File: config.mk
export PLATFORM = sky130hd
export DESIGN_NAME = m_axis_kernel_serializer_flat
export DESIGN_NICKNAME = d
export VERILOG_FILES = /design/src/rtl/m_axis_kernel_serializer_if.sv /design/src/rtl/m_axis_kernel_serializer.sv /design/src/flat_wrapper.sv
export SDC_FILE = /design/constraint.sdc
export NUM_CORES = 1
export LEC_CHECK = 0
export ABC_AREA = 1
export CORE_ASPECT_RATIO = 1.75
export CORE_MARGIN = 10
export CORE_UTILIZATION = 30
export DETAILED_ROUTE_END_ITERATION = 6
export GPL_ROUTABILITY_DRIVEN = 0
export PLACE_DENSITY = 0.5
export SLEW_MARGIN = 20
export SYNTH_ARGS = -nofsm -noshare
export SYNTH_HDL_FRONTEND = slang
export SYNTH_SLANG_ARGS = --single-unit
File: constraint.sdc
create_clock -name i_clk -period 4.2 [get_ports i_clk]
set_clock_uncertainty 0.1 [all_clocks]
set_input_delay 0.84 -clock i_clk [delete_from_list [all_inputs] [get_ports i_clk]]
set_output_delay 0.84 -clock i_clk [all_outputs]
set_load 0.01 [all_outputs]
File: src/rtl/m_axis_kernel_serializer_if.sv
// m_axis_kernel_serializer_if: kernel load handshake plus AXI4-Stream master bus.
// master is the serializer's view, slave is the source/sink view.
interface m_axis_kernel_serializer_if #(
    parameter int DATA_WIDTH       = 8,
    parameter int IMAGE_KERNEL_12K = 64
);
    logic [0:IMAGE_KERNEL_12K-1][DATA_WIDTH-1:0] i_image_kernel;
    logic                                        i_kernel_valid;
    logic                                        i_kernel_sof;
    logic                                        o_kernel_ready;
    logic [DATA_WIDTH-1:0]                       o_axis_tdata;
    logic                                        o_axis_tvalid;
    logic                                        i_axis_tready;
    logic                                        o_axis_tuser;
    logic                                        o_axis_tlast;
    modport master (
        input  i_image_kernel, i_kernel_valid, i_kernel_sof, i_axis_tready,
        output o_kernel_ready, o_axis_tdata, o_axis_tvalid, o_axis_tuser, o_axis_tlast
    );
    modport slave (
        output i_image_kernel, i_kernel_valid, i_kernel_sof, i_axis_tready,
        input  o_kernel_ready, o_axis_tdata, o_axis_tvalid, o_axis_tuser, o_axis_tlast
    );
endinterface

File: src/rtl/m_axis_kernel_serializer.sv
// m_axis_kernel_serializer: serialises parallel kernels onto an AXI4-Stream master, pixel 0 first.
// Define M_AXIS_KERNEL_SERIALIZER_TLAST_EN to build the kernel counter that drives tlast.
module m_axis_kernel_serializer #(
    parameter int DATA_WIDTH       = 8,
    parameter int IMAGE_KERNEL_12K = 64,
    parameter int KERNELS_PER_LINE = 192
) (
    input  logic                      i_clk,
    input  logic                      i_aresetn,
    m_axis_kernel_serializer_if.master axis
);
    localparam int CW = $clog2(IMAGE_KERNEL_12K);

    if (IMAGE_KERNEL_12K < 2 || KERNELS_PER_LINE < 1) begin : g_bad_cfg
        $error("m_axis_kernel_serializer: IMAGE_KERNEL_12K must be >= 2 and KERNELS_PER_LINE >= 1");
    end

    typedef enum logic {IDLE, SEND} state_t;
    state_t state_q, state_d;
    logic [0:IMAGE_KERNEL_12K-1][DATA_WIDTH-1:0] buf_q;
    logic [CW-1:0] pix_q;
    logic sof_q, beat, last_pix, last_beat, ready, load;

    assign beat      = (state_q == SEND) && axis.i_axis_tready;
    assign last_pix  = pix_q == CW'(IMAGE_KERNEL_12K - 1);
    assign last_beat = beat && last_pix;
    // ready looks through tready so the next kernel loads on the final beat without a bubble
    assign ready     = (state_q == IDLE) || last_beat;
    assign load      = axis.i_kernel_valid && ready;

    always_ff @(posedge i_clk or negedge i_aresetn)
        if (!i_aresetn) state_q <= IDLE;
        else state_q <= state_d;

    always_comb state_d = load ? SEND : last_beat ? IDLE : state_q;

    always_ff @(posedge i_clk or negedge i_aresetn) begin
        if (!i_aresetn) begin
            buf_q <= '0;
            pix_q <= '0;
            sof_q <= 1'b0;
        end else if (load) begin
            buf_q <= axis.i_image_kernel;
            pix_q <= '0;
            sof_q <= axis.i_kernel_sof;
        end else if (beat) begin
            buf_q <= {buf_q[1:IMAGE_KERNEL_12K-1], DATA_WIDTH'(0)};
            pix_q <= pix_q + CW'(1);
        end
    end

    assign axis.o_kernel_ready = ready;
    assign axis.o_axis_tvalid  = state_q == SEND;
    assign axis.o_axis_tdata   = buf_q[0];
    assign axis.o_axis_tuser   = (state_q == SEND) && sof_q && (pix_q == '0);

`ifdef M_AXIS_KERNEL_SERIALIZER_TLAST_EN
    localparam int KW = KERNELS_PER_LINE > 1 ? $clog2(KERNELS_PER_LINE) : 1;
    logic [KW-1:0] kcnt_q, kcnt_inc;

    assign kcnt_inc = (kcnt_q == KW'(KERNELS_PER_LINE - 1)) ? '0 : kcnt_q + KW'(1);

    // kcnt_q is the index of the kernel in the buffer; a sof load restarts the line
    always_ff @(posedge i_clk or negedge i_aresetn)
        if (!i_aresetn) kcnt_q <= '0;
        else if (load) kcnt_q <= axis.i_kernel_sof ? '0 : last_beat ? kcnt_inc : kcnt_q;
        else if (last_beat) kcnt_q <= kcnt_inc;

    assign axis.o_axis_tlast = (state_q == SEND) && last_pix && (kcnt_q == KW'(KERNELS_PER_LINE - 1));
`else
    assign axis.o_axis_tlast = 1'b0;
`endif
endmodule

File: src/flat_wrapper.sv
// flat-port wrapper written by rule: the top's interface ports become plain ports
module m_axis_kernel_serializer_flat 
#(
    parameter int DATA_WIDTH       = 8,
    parameter int IMAGE_KERNEL_12K = 64,
    parameter int KERNELS_PER_LINE = 192
)
  (i_clk, i_aresetn, axis_i_image_kernel, axis_i_kernel_valid, axis_i_kernel_sof, axis_i_axis_tready, axis_o_kernel_ready, axis_o_axis_tdata, axis_o_axis_tvalid, axis_o_axis_tuser, axis_o_axis_tlast);
  m_axis_kernel_serializer_if #(.DATA_WIDTH(DATA_WIDTH), .IMAGE_KERNEL_12K(IMAGE_KERNEL_12K)) axis_i ();
  input  logic i_clk;
  input  logic i_aresetn;
  input wire logic [$bits(axis_i.i_image_kernel)-1:0] axis_i_image_kernel;
  input wire logic [$bits(axis_i.i_kernel_valid)-1:0] axis_i_kernel_valid;
  input wire logic [$bits(axis_i.i_kernel_sof)-1:0] axis_i_kernel_sof;
  input wire logic [$bits(axis_i.i_axis_tready)-1:0] axis_i_axis_tready;
  output wire logic [$bits(axis_i.o_kernel_ready)-1:0] axis_o_kernel_ready;
  output wire logic [$bits(axis_i.o_axis_tdata)-1:0] axis_o_axis_tdata;
  output wire logic [$bits(axis_i.o_axis_tvalid)-1:0] axis_o_axis_tvalid;
  output wire logic [$bits(axis_i.o_axis_tuser)-1:0] axis_o_axis_tuser;
  output wire logic [$bits(axis_i.o_axis_tlast)-1:0] axis_o_axis_tlast;
  assign axis_i.i_image_kernel = axis_i_image_kernel;
  assign axis_i.i_kernel_valid = axis_i_kernel_valid;
  assign axis_i.i_kernel_sof = axis_i_kernel_sof;
  assign axis_i.i_axis_tready = axis_i_axis_tready;
  assign axis_o_kernel_ready = axis_i.o_kernel_ready;
  assign axis_o_axis_tdata = axis_i.o_axis_tdata;
  assign axis_o_axis_tvalid = axis_i.o_axis_tvalid;
  assign axis_o_axis_tuser = axis_i.o_axis_tuser;
  assign axis_o_axis_tlast = axis_i.o_axis_tlast;
  m_axis_kernel_serializer #(.DATA_WIDTH(DATA_WIDTH), .IMAGE_KERNEL_12K(IMAGE_KERNEL_12K), .KERNELS_PER_LINE(KERNELS_PER_LINE)) u_core (.i_clk(i_clk), .i_aresetn(i_aresetn), .axis(axis_i));
endmodule
==> results of run 1 <==
==> cells by family (layout without fill, tap and decap cells) <==
group / after synthesis / in the layout / synth area share
buffers and inverters: 962 / 1367 / 0.144
and+or+nand+nor: 2567 / 2567 / 0.394
xor gates and xnor gates: 2 / 2 / 0.000618
other: 1 / 18 / 0.000132
DFF: 520 / 520 / 0.459
adders and majority gates: 2 / 2 / 0.000882
AOI/OAI and AO/OA: 8 / 8 / 0.00141
==> state kept, by name, summed over array words and instances (netlist names) <==
signal and flops:
u_core.pix_q 6, u_core.sof_q 1, u_core.axis.o_axis_tvalid 1, u_core.buf_q 504, u_core.axis.o_axis_tdata 8
==> power by group <==
group          internal, mW  switching [mW]  leakage [nW]
combinational          2.00            2.80          12.5
clock                  2.95            2.25         0.927
sequential             6.68           0.813          6.30
total                  11.6            5.87          19.8
==> layout make-up <==
class                      count  area (sq um)
fill                        9983         57800
tap                         1208          1510
sequential                   520         13000
clock buffer                  81          1590
inverter                     690          2600
multi-input combinational   2580         11300
clock inverter                22           279
timing repair buffer         574          5990
antenna                       17          42.5
==> worst paths after layout <==
kind / slack (ns) / end / cells past startpoint
setup / recovery: 0.64 / axis_o_axis_tuser / 5
hold / removal: 0.18 / u_core.buf_q[108]$_DFFE_PN0P_ / 1
setup reg to reg: 1.31 / u_core.buf_q[310]$_DFFE_PN0P_ / 9
hold reg to reg: 0.38 / u_core.buf_q[218]$_DFFE_PN0P_ / 2
max in group asynchronous: 2.82 / u_core.buf_q[188]$_DFFE_PN0P_ / 3
min in group i_clk: 0.38 / u_core.buf_q[218]$_DFFE_PN0P_ / 2
==> through the flow <==
| step | total power, mW | setup slack [ns] | hold slack (ns) | cell area (sq um) | util |
|---|---|---|---|---|---|
| after floorplan | 10.7 | 1.80 | 0.349 | 28400 | - |
| after global placement | 12.4 | 0.792 | 0.362 | 34400 | 0.366 |
| after detailed placement | 12.5 | 0.786 | 0.365 | 34400 | 0.366 |
| after CTS | 17.8 | 0.458 | 0.159 | 36300 | 0.385 |
| after global routing | 18.9 | 0.414 | 0.192 | 36300 | 0.386 |
| final | 17.5 | 0.639 | 0.175 | 36300 | 0.386 |
==> placed cells by master, fill, tap and decap left out, types with 2 or more instances in the layout <==
| cell type | instances |
|---|---|
| sky130_fd_sc_hd__a21oi_1 | 2 |
| sky130_fd_sc_hd__buf_12 | 28 |
| sky130_fd_sc_hd__buf_4 | 19 |
| sky130_fd_sc_hd__buf_8 | 2 |
| sky130_fd_sc_hd__bufinv_16 | 5 |
| sky130_fd_sc_hd__clkbuf_1 | 14 |
| sky130_fd_sc_hd__clkbuf_16 | 55 |
| sky130_fd_sc_hd__clkbuf_8 | 12 |
| sky130_fd_sc_hd__clkdlybuf4s50_1 | 525 |
| sky130_fd_sc_hd__clkinv_2 | 12 |
| sky130_fd_sc_hd__clkinv_8 | 2 |
| sky130_fd_sc_hd__dfrtp_1 | 520 |
| sky130_fd_sc_hd__diode_2 | 17 |
| sky130_fd_sc_hd__ha_1 | 2 |
| sky130_fd_sc_hd__inv_1 | 689 |
| sky130_fd_sc_hd__nand2_1 | 1354 |
| sky130_fd_sc_hd__nand2_4 | 2 |
| sky130_fd_sc_hd__nand2_8 | 2 |
| sky130_fd_sc_hd__nand3_1 | 687 |
| sky130_fd_sc_hd__nand3b_1 | 163 |
| sky130_fd_sc_hd__nor2_1 | 334 |
| sky130_fd_sc_hd__o21ai_0 | 6 |
| sky130_fd_sc_hd__or2_2 | 24 |
==> layer usage <==
layer,up-vias,wire (microns),track usage
met5,-,173,0
met4,26,2440,0.0643
met3,138,6970,0.0444
met2,672,49600,0.310
met1,12300,43400,0.233
li1,12900,-,-
==> metrics.txt, run 1 <==
initial cell density of the core=0.301; worst slew margin relative to its limit=0.318; post-synthesis sequential element count=520; vias in the first global route=between 20000 and 30000; Crit path required time=~3.3 ns; Power per Cell Area=just under 500 nW/um^2; clk_lat worst skew=roughly 0.63 ns; highest-delay cell along the critical path=sky130_fd_sc_hd__clkdlybuf4s50_1; final hold vios=0; mapped cell area=28400 sq um; final clock period utilization by the worst path=0.848; RSZ-0062 raised after global routing=no; post-detailed-placement half-perimeter wirelength=between 60000 and 70000 microns; Remaining Overflow, GRT=0; number of instances resized during post-cts repair=0; floorplan die width=252 microns; CTS clock-pin slew for the worst setup and hold paths=0.06 ns; All-Layer GR Usage=0.187; worst vdd rail ir drop=0.000309 V; critical-path maximum fanout=4; share of flip-flops with an asynchronous set or reset=1.00; predominant post-synthesis flop cell=sky130_fd_sc_hd__dfrtp_1; slew at the pin closest to its max-slew limit=~1.0 ns; Syn Inst Count=~4100; share of the yosys chip area belonging to registers=0.459; Clock Path Buffers=3; Pins Over Slew Limit=0; antenna violations before repair=31; first-pass iteration count of the detailed router=5; gate family responsible for the most delay along the worst path=buffers and inverters; most used standard cells in the synthesized netlist=sky130_fd_sc_hd__nand2_1 (1356), sky130_fd_sc_hd__inv_1 (689), sky130_fd_sc_hd__nand3_1 (687); Detailed Route Iter0 Violations=~1600; Netlist cell types=21; total number of H-tree levels=2; core box area=around 94000 sq um; Die Y=approximately 430 microns; number of warnings issued by yosys=0; number of clock buffers inserted by TritonCTS=55; startpoint kind of the worst setup timing path=flip-flop; final routed wirelength across all metal layers=around 100000 microns; Leak=a little under 20 nW; most instantiated library cell after synthesis=sky130_fd_sc_hd__nand2_1; maximum cell stage delay along the critical path=0.81 ns; Setup TNS Final=0 ns; r2r startpoint=u_core.pix_q[1]$_DFFE_PN0P_; most area-consuming cells after synthesis=sky130_fd_sc_hd__dfrtp_1 (46%), sky130_fd_sc_hd__nand2_1 (18%), sky130_fd_sc_hd__nand3_1 (12%); wire length per cell=~18 microns; number of cell rows=between 100 and 150; Cells after DPL=between 5000 and 6000; average instance area after synthesis=6.98 sq um; post-synthesis net count=~4600; count of maximum capacitance violations=0; worst-path cell chain=inv_1 > ha_1 > nand3_1 > nor4_1 > clkdlybuf4s50_1; via count=~26000; final critical path time including I/O delays and setup=3.56 ns; post-CTS setup buffer count=0; path category of the worst min-delay check=primary input to asynchronous set/reset pin; input/output buffers=approximately 530; drt via density=about 4.6; clock sink count=between 500 and 600; Setup crit start=u_core.pix_q[0]$_DFFE_PN0P_; final-stage net count=4940; top-level port count=529; count of hold-fix buffers inserted at cts=0; DIE AREA=~110000 sq um; number of buffers and inverters on the critical path=2; largest area contributor in the netlist=sky130_fd_sc_hd__dfrtp_1; share of final-layout standard cells stronger than drive strength 1=0.0374; kind of end point of the critical path=output port; run status=complete, no violations; CTS tree=yes; critical path arrival=2.62 ns; Post-synth EDFFs=0; final setup violation count=0; largest net degree at the start of global routing=around 190; global-route wire length before repair=~160000 microns; WS Path Type=flip-flop to output port; final std cells w/o fill=between 5000 and 6000; upper clock frequency limit=around 280 MHz; area fraction of the dominant cell type after synthesis=0.459; number of remaining DRC errors=0; antenna viol nets, final=0; layout overhead on the synthesized area=28.1%; Clk Tree Root Cell=sky130_fd_sc_hd__clkbuf_16
No activity file was read; power rests on OpenSTA's default activity.
==> inputs of run 2 (changes only) <==
==> constraint.sdc (replaced) <==
create_clock -name i_clk -period 3.7 [get_ports i_clk]
set_clock_uncertainty 0.1 [all_clocks]
set_input_delay 0.74 -clock i_clk [delete_from_list [all_inputs] [get_ports i_clk]]
set_output_delay 0.74 -clock i_clk [all_outputs]
set_load 0.01 [all_outputs]
==> metrics.txt, run 2 (same netlist as run 1, synthesis figures left out) <==
drt via density=4.56 (-0.32%); core box area=94100 sq um (unchanged); slew at the pin closest to its max-slew limit=1.10 ns (+0.0775 ns); design internal power=13.0 mW (+12%); Crit path required time=2.86 ns (-0.40 ns); worst slew margin relative to its limit=0.267 (-0.0517); number of buffers and inverters on the critical path=1 (-1); DIE AREA=108000 sq um (unchanged); kind of end point of the critical path=output port; commonest cells after routing, fill and taps aside=sky130_fd_sc_hd__nand2_1 (1354), sky130_fd_sc_hd__inv_1 (689), sky130_fd_sc_hd__nand3_1 (687); portion of total power attributed to sequential cells=0.433 (+0.005); post-route worst hold slack=0.0253 ns (-0.150 ns); clock sink count=520 (unchanged); count of maximum capacitance violations=0 (unchanged); worst vdd rail ir drop=0.000295 V (-4.7%); cell area after layout=36200 sq um (-0.38%); r2r startpoint=u_core.pix_q[1]$_DFFE_PN0P_; net switching share of the total power=0.335 (-0.000513); net switching power=6.56 mW (+12%); combinational fraction of design power=0.278 (+0.004); final-stage net count=4940 (unchanged); terminus of the critical flop-to-flop path=u_core.buf_q[457]$_DFFE_PN0P_; Detailed Route Iter0 Violations=1754 (+7.2%); Clock Path Buffers=3 (unchanged); flip-flop count of the largest register, all copies and words added=504 (unchanged); total number of H-tree levels=2 (unchanged); register with the highest flop count=u_core.buf_q; antenna violations before repair=21 (-32%); clock group share of total power=0.289 (-0.008); RSZ-0062 raised after global routing=no; Clk Tree Root Cell=sky130_fd_sc_hd__clkbuf_16; final critical path time including I/O delays and setup=between 3 and 4 ns; final clock period utilization by the worst path=0.949; post-detailed-placement half-perimeter wirelength=67400 microns (-0.32%); path category of the worst min-delay check=primary input to asynchronous set/reset pin; number of remaining DRC errors=0 (unchanged); via count=25900 (-0.61%); vias in the first global route=25700 (-1.6%); maximum cell stage delay along the critical path=0.61 ns (-0.20 ns); worst-path cell chain=ha_1 > nand2_1 > nor2_1 > nand2_1 > nand2_8 > clkdlybuf4s50_1; final setup violation count=0 (unchanged); dpl cell area=34400 sq um (unchanged); number of clock buffers inserted by TritonCTS=55 (unchanged); input/output buffers=527 (unchanged); post-CTS setup buffer count=0 (unchanged); floorplan die width=252 microns (unchanged); Remaining Overflow, GRT=0 (unchanged); CTS clock-pin slew for the worst setup and hold paths=0.06 ns (about the same); share of final-layout standard cells stronger than drive strength 1=0.0359 (-0.00149); gate family responsible for the most delay along the worst path=simple AND/OR/NAND/NOR gates; first-pass iteration count of the detailed router=7 (+2); number of cell rows=149 (unchanged); All-Layer GR Usage=0.184 (-0.00289); Die Y=427 microns (unchanged); setup slack of the most critical reg-to-reg path=0.85 ns (-0.46 ns); run status=complete, no violations; Pins Over Slew Limit=0 (unchanged); clk_lat worst skew=0.62 ns (about the same); antenna viol nets, final=0 (unchanged); top-level port count=529 (unchanged); Leak=19.7 nW (-0.33%); WS Path Type=flip-flop to output port; layout overhead on the synthesized area=27.6%; most common library cell in the layout ignoring fill and taps=sky130_fd_sc_hd__nand2_1; Setup TNS Final=0 ns (unchanged); critical path arrival=2.67 ns (+0.05 ns); CTS tree=yes; count of hold-fix buffers inserted at cts=0 (unchanged); Power per Cell Area=542 nW/um^2 (+12%); startpoint kind of the worst setup timing path=flip-flop; highest-delay cell along the critical path=sky130_fd_sc_hd__clkdlybuf4s50_1; number of instances resized during post-cts repair=0 (unchanged); global-route wire length before repair=157000 microns (-1.3%); depth of the worst register-to-register path=9 (unchanged); initial cell density of the core=0.301 (unchanged); final hold vios=0 (unchanged); critical-path maximum fanout=33 (+29); largest net degree at the start of global routing=187 (unchanged); most common cell type on the critical path=sky130_fd_sc_hd__nand2_1; wire length per cell=17.8 microns (-1.0%); upper clock frequency limit=around 280 MHz; final routed wirelength across all metal layers=101000 microns (-1.3%)
[run 2: cell count changes in the layout (fill, tap and decap cells not counted)]
cell / before / now
sky130_fd_sc_hd__clkbuf_8: 12 / 6
sky130_fd_sc_hd__clkinv_8: 2 / 0
sky130_fd_sc_hd__diode_2: 17 / 9
sky130_fd_sc_hd__clkinv_2: 12 / 10
sky130_fd_sc_hd__clkinvlp_4: 1 / 2
sky130_fd_sc_hd__inv_6: 1 / 4
sky130_fd_sc_hd__inv_16: 1 / 0
sky130_fd_sc_hd__clkbuf_1: 14 / 12
[run 2: stage by stage]
stage                     total power, mW  setup WS [ns]  cells  utilization
after floorplan                      12.2           1.50   4062            -
final                                19.6          0.187   5675        0.384
after global routing                 21.1         0.0780   5672        0.384
after detailed placement             14.1          0.453   5572        0.366
after global placement               14.0          0.426   5572        0.366
after CTS                            19.9          0.123   5666        0.384
[run 2: worst max-delay path by stage]
| stage | start | endpoint | slack [ns] | cells after the start |
|---|---|---|---|---|
| global placement | axis_i_axis_tready | axis_o_kernel_ready | 0.43 | 6 |
| detailed placement | axis_i_axis_tready | axis_o_kernel_ready | 0.45 | 6 |
| floorplan | axis_i_axis_tready | axis_o_kernel_ready | 1.50 | 7 |
| finish | u_core.pix_q[1]$_DFFE_PN0P_ | axis_o_kernel_ready | 0.19 | 6 |
| CTS | u_core.pix_q[0]$_DFFE_PN0P_ | axis_o_axis_tuser | 0.12 | 5 |
| global route | u_core.pix_q[1]$_DFFE_PN0P_ | axis_o_kernel_ready | 0.08 | 6 |
[run 2: worst register-to-register path, cell delays in order, from the launching register on]
cell	delay, ns
sky130_fd_sc_hd__dfrtp_1	0.37
sky130_fd_sc_hd__ha_1	0.20
sky130_fd_sc_hd__nand2_1	0.07
sky130_fd_sc_hd__nor2_1	0.29
sky130_fd_sc_hd__nand2_1	0.21
sky130_fd_sc_hd__nand2_8	0.30
sky130_fd_sc_hd__buf_12	0.47
sky130_fd_sc_hd__nand3_1	0.49
sky130_fd_sc_hd__nand3_1	0.15
sky130_fd_sc_hd__nand2_1	0.07
[run 2: routing by layer]
metal / global-route usage / part of all wire / vias to the layer above
met5: 0 / 0.0015 / -
met4: 0.0527 / 0.023 / 24
met3: 0.0410 / 0.067 / 127
met2: 0.306 / 0.48 / 688
met1: 0.236 / 0.43 / 12100
li1: - / - / 12900
[run 2: cell type report]
type | instances | area, sq um
inverter | 690 | 2600
clock inverter | 21 | 250
clock buffer | 73 | 1500
fill | 10100 | 58000
tap | 1208 | 1510
timing repair buffer | 574 | 5990
multi-input combinational | 2580 | 11300
antenna | 9 | 22.5
sequential | 520 | 13000
[run 2: power groups by stage]
stage | clock network [mW] | logic [mW] | registers [mW]
after global routing | 6.04 | 6.35 | 8.72
final | 5.66 | 5.45 | 8.49
after floorplan | 0 | 3.85 | 8.31
after global placement | 0 | 5.48 | 8.56
after detailed placement | 0 | 5.55 | 8.57
after CTS | 5.85 | 5.58 | 8.50
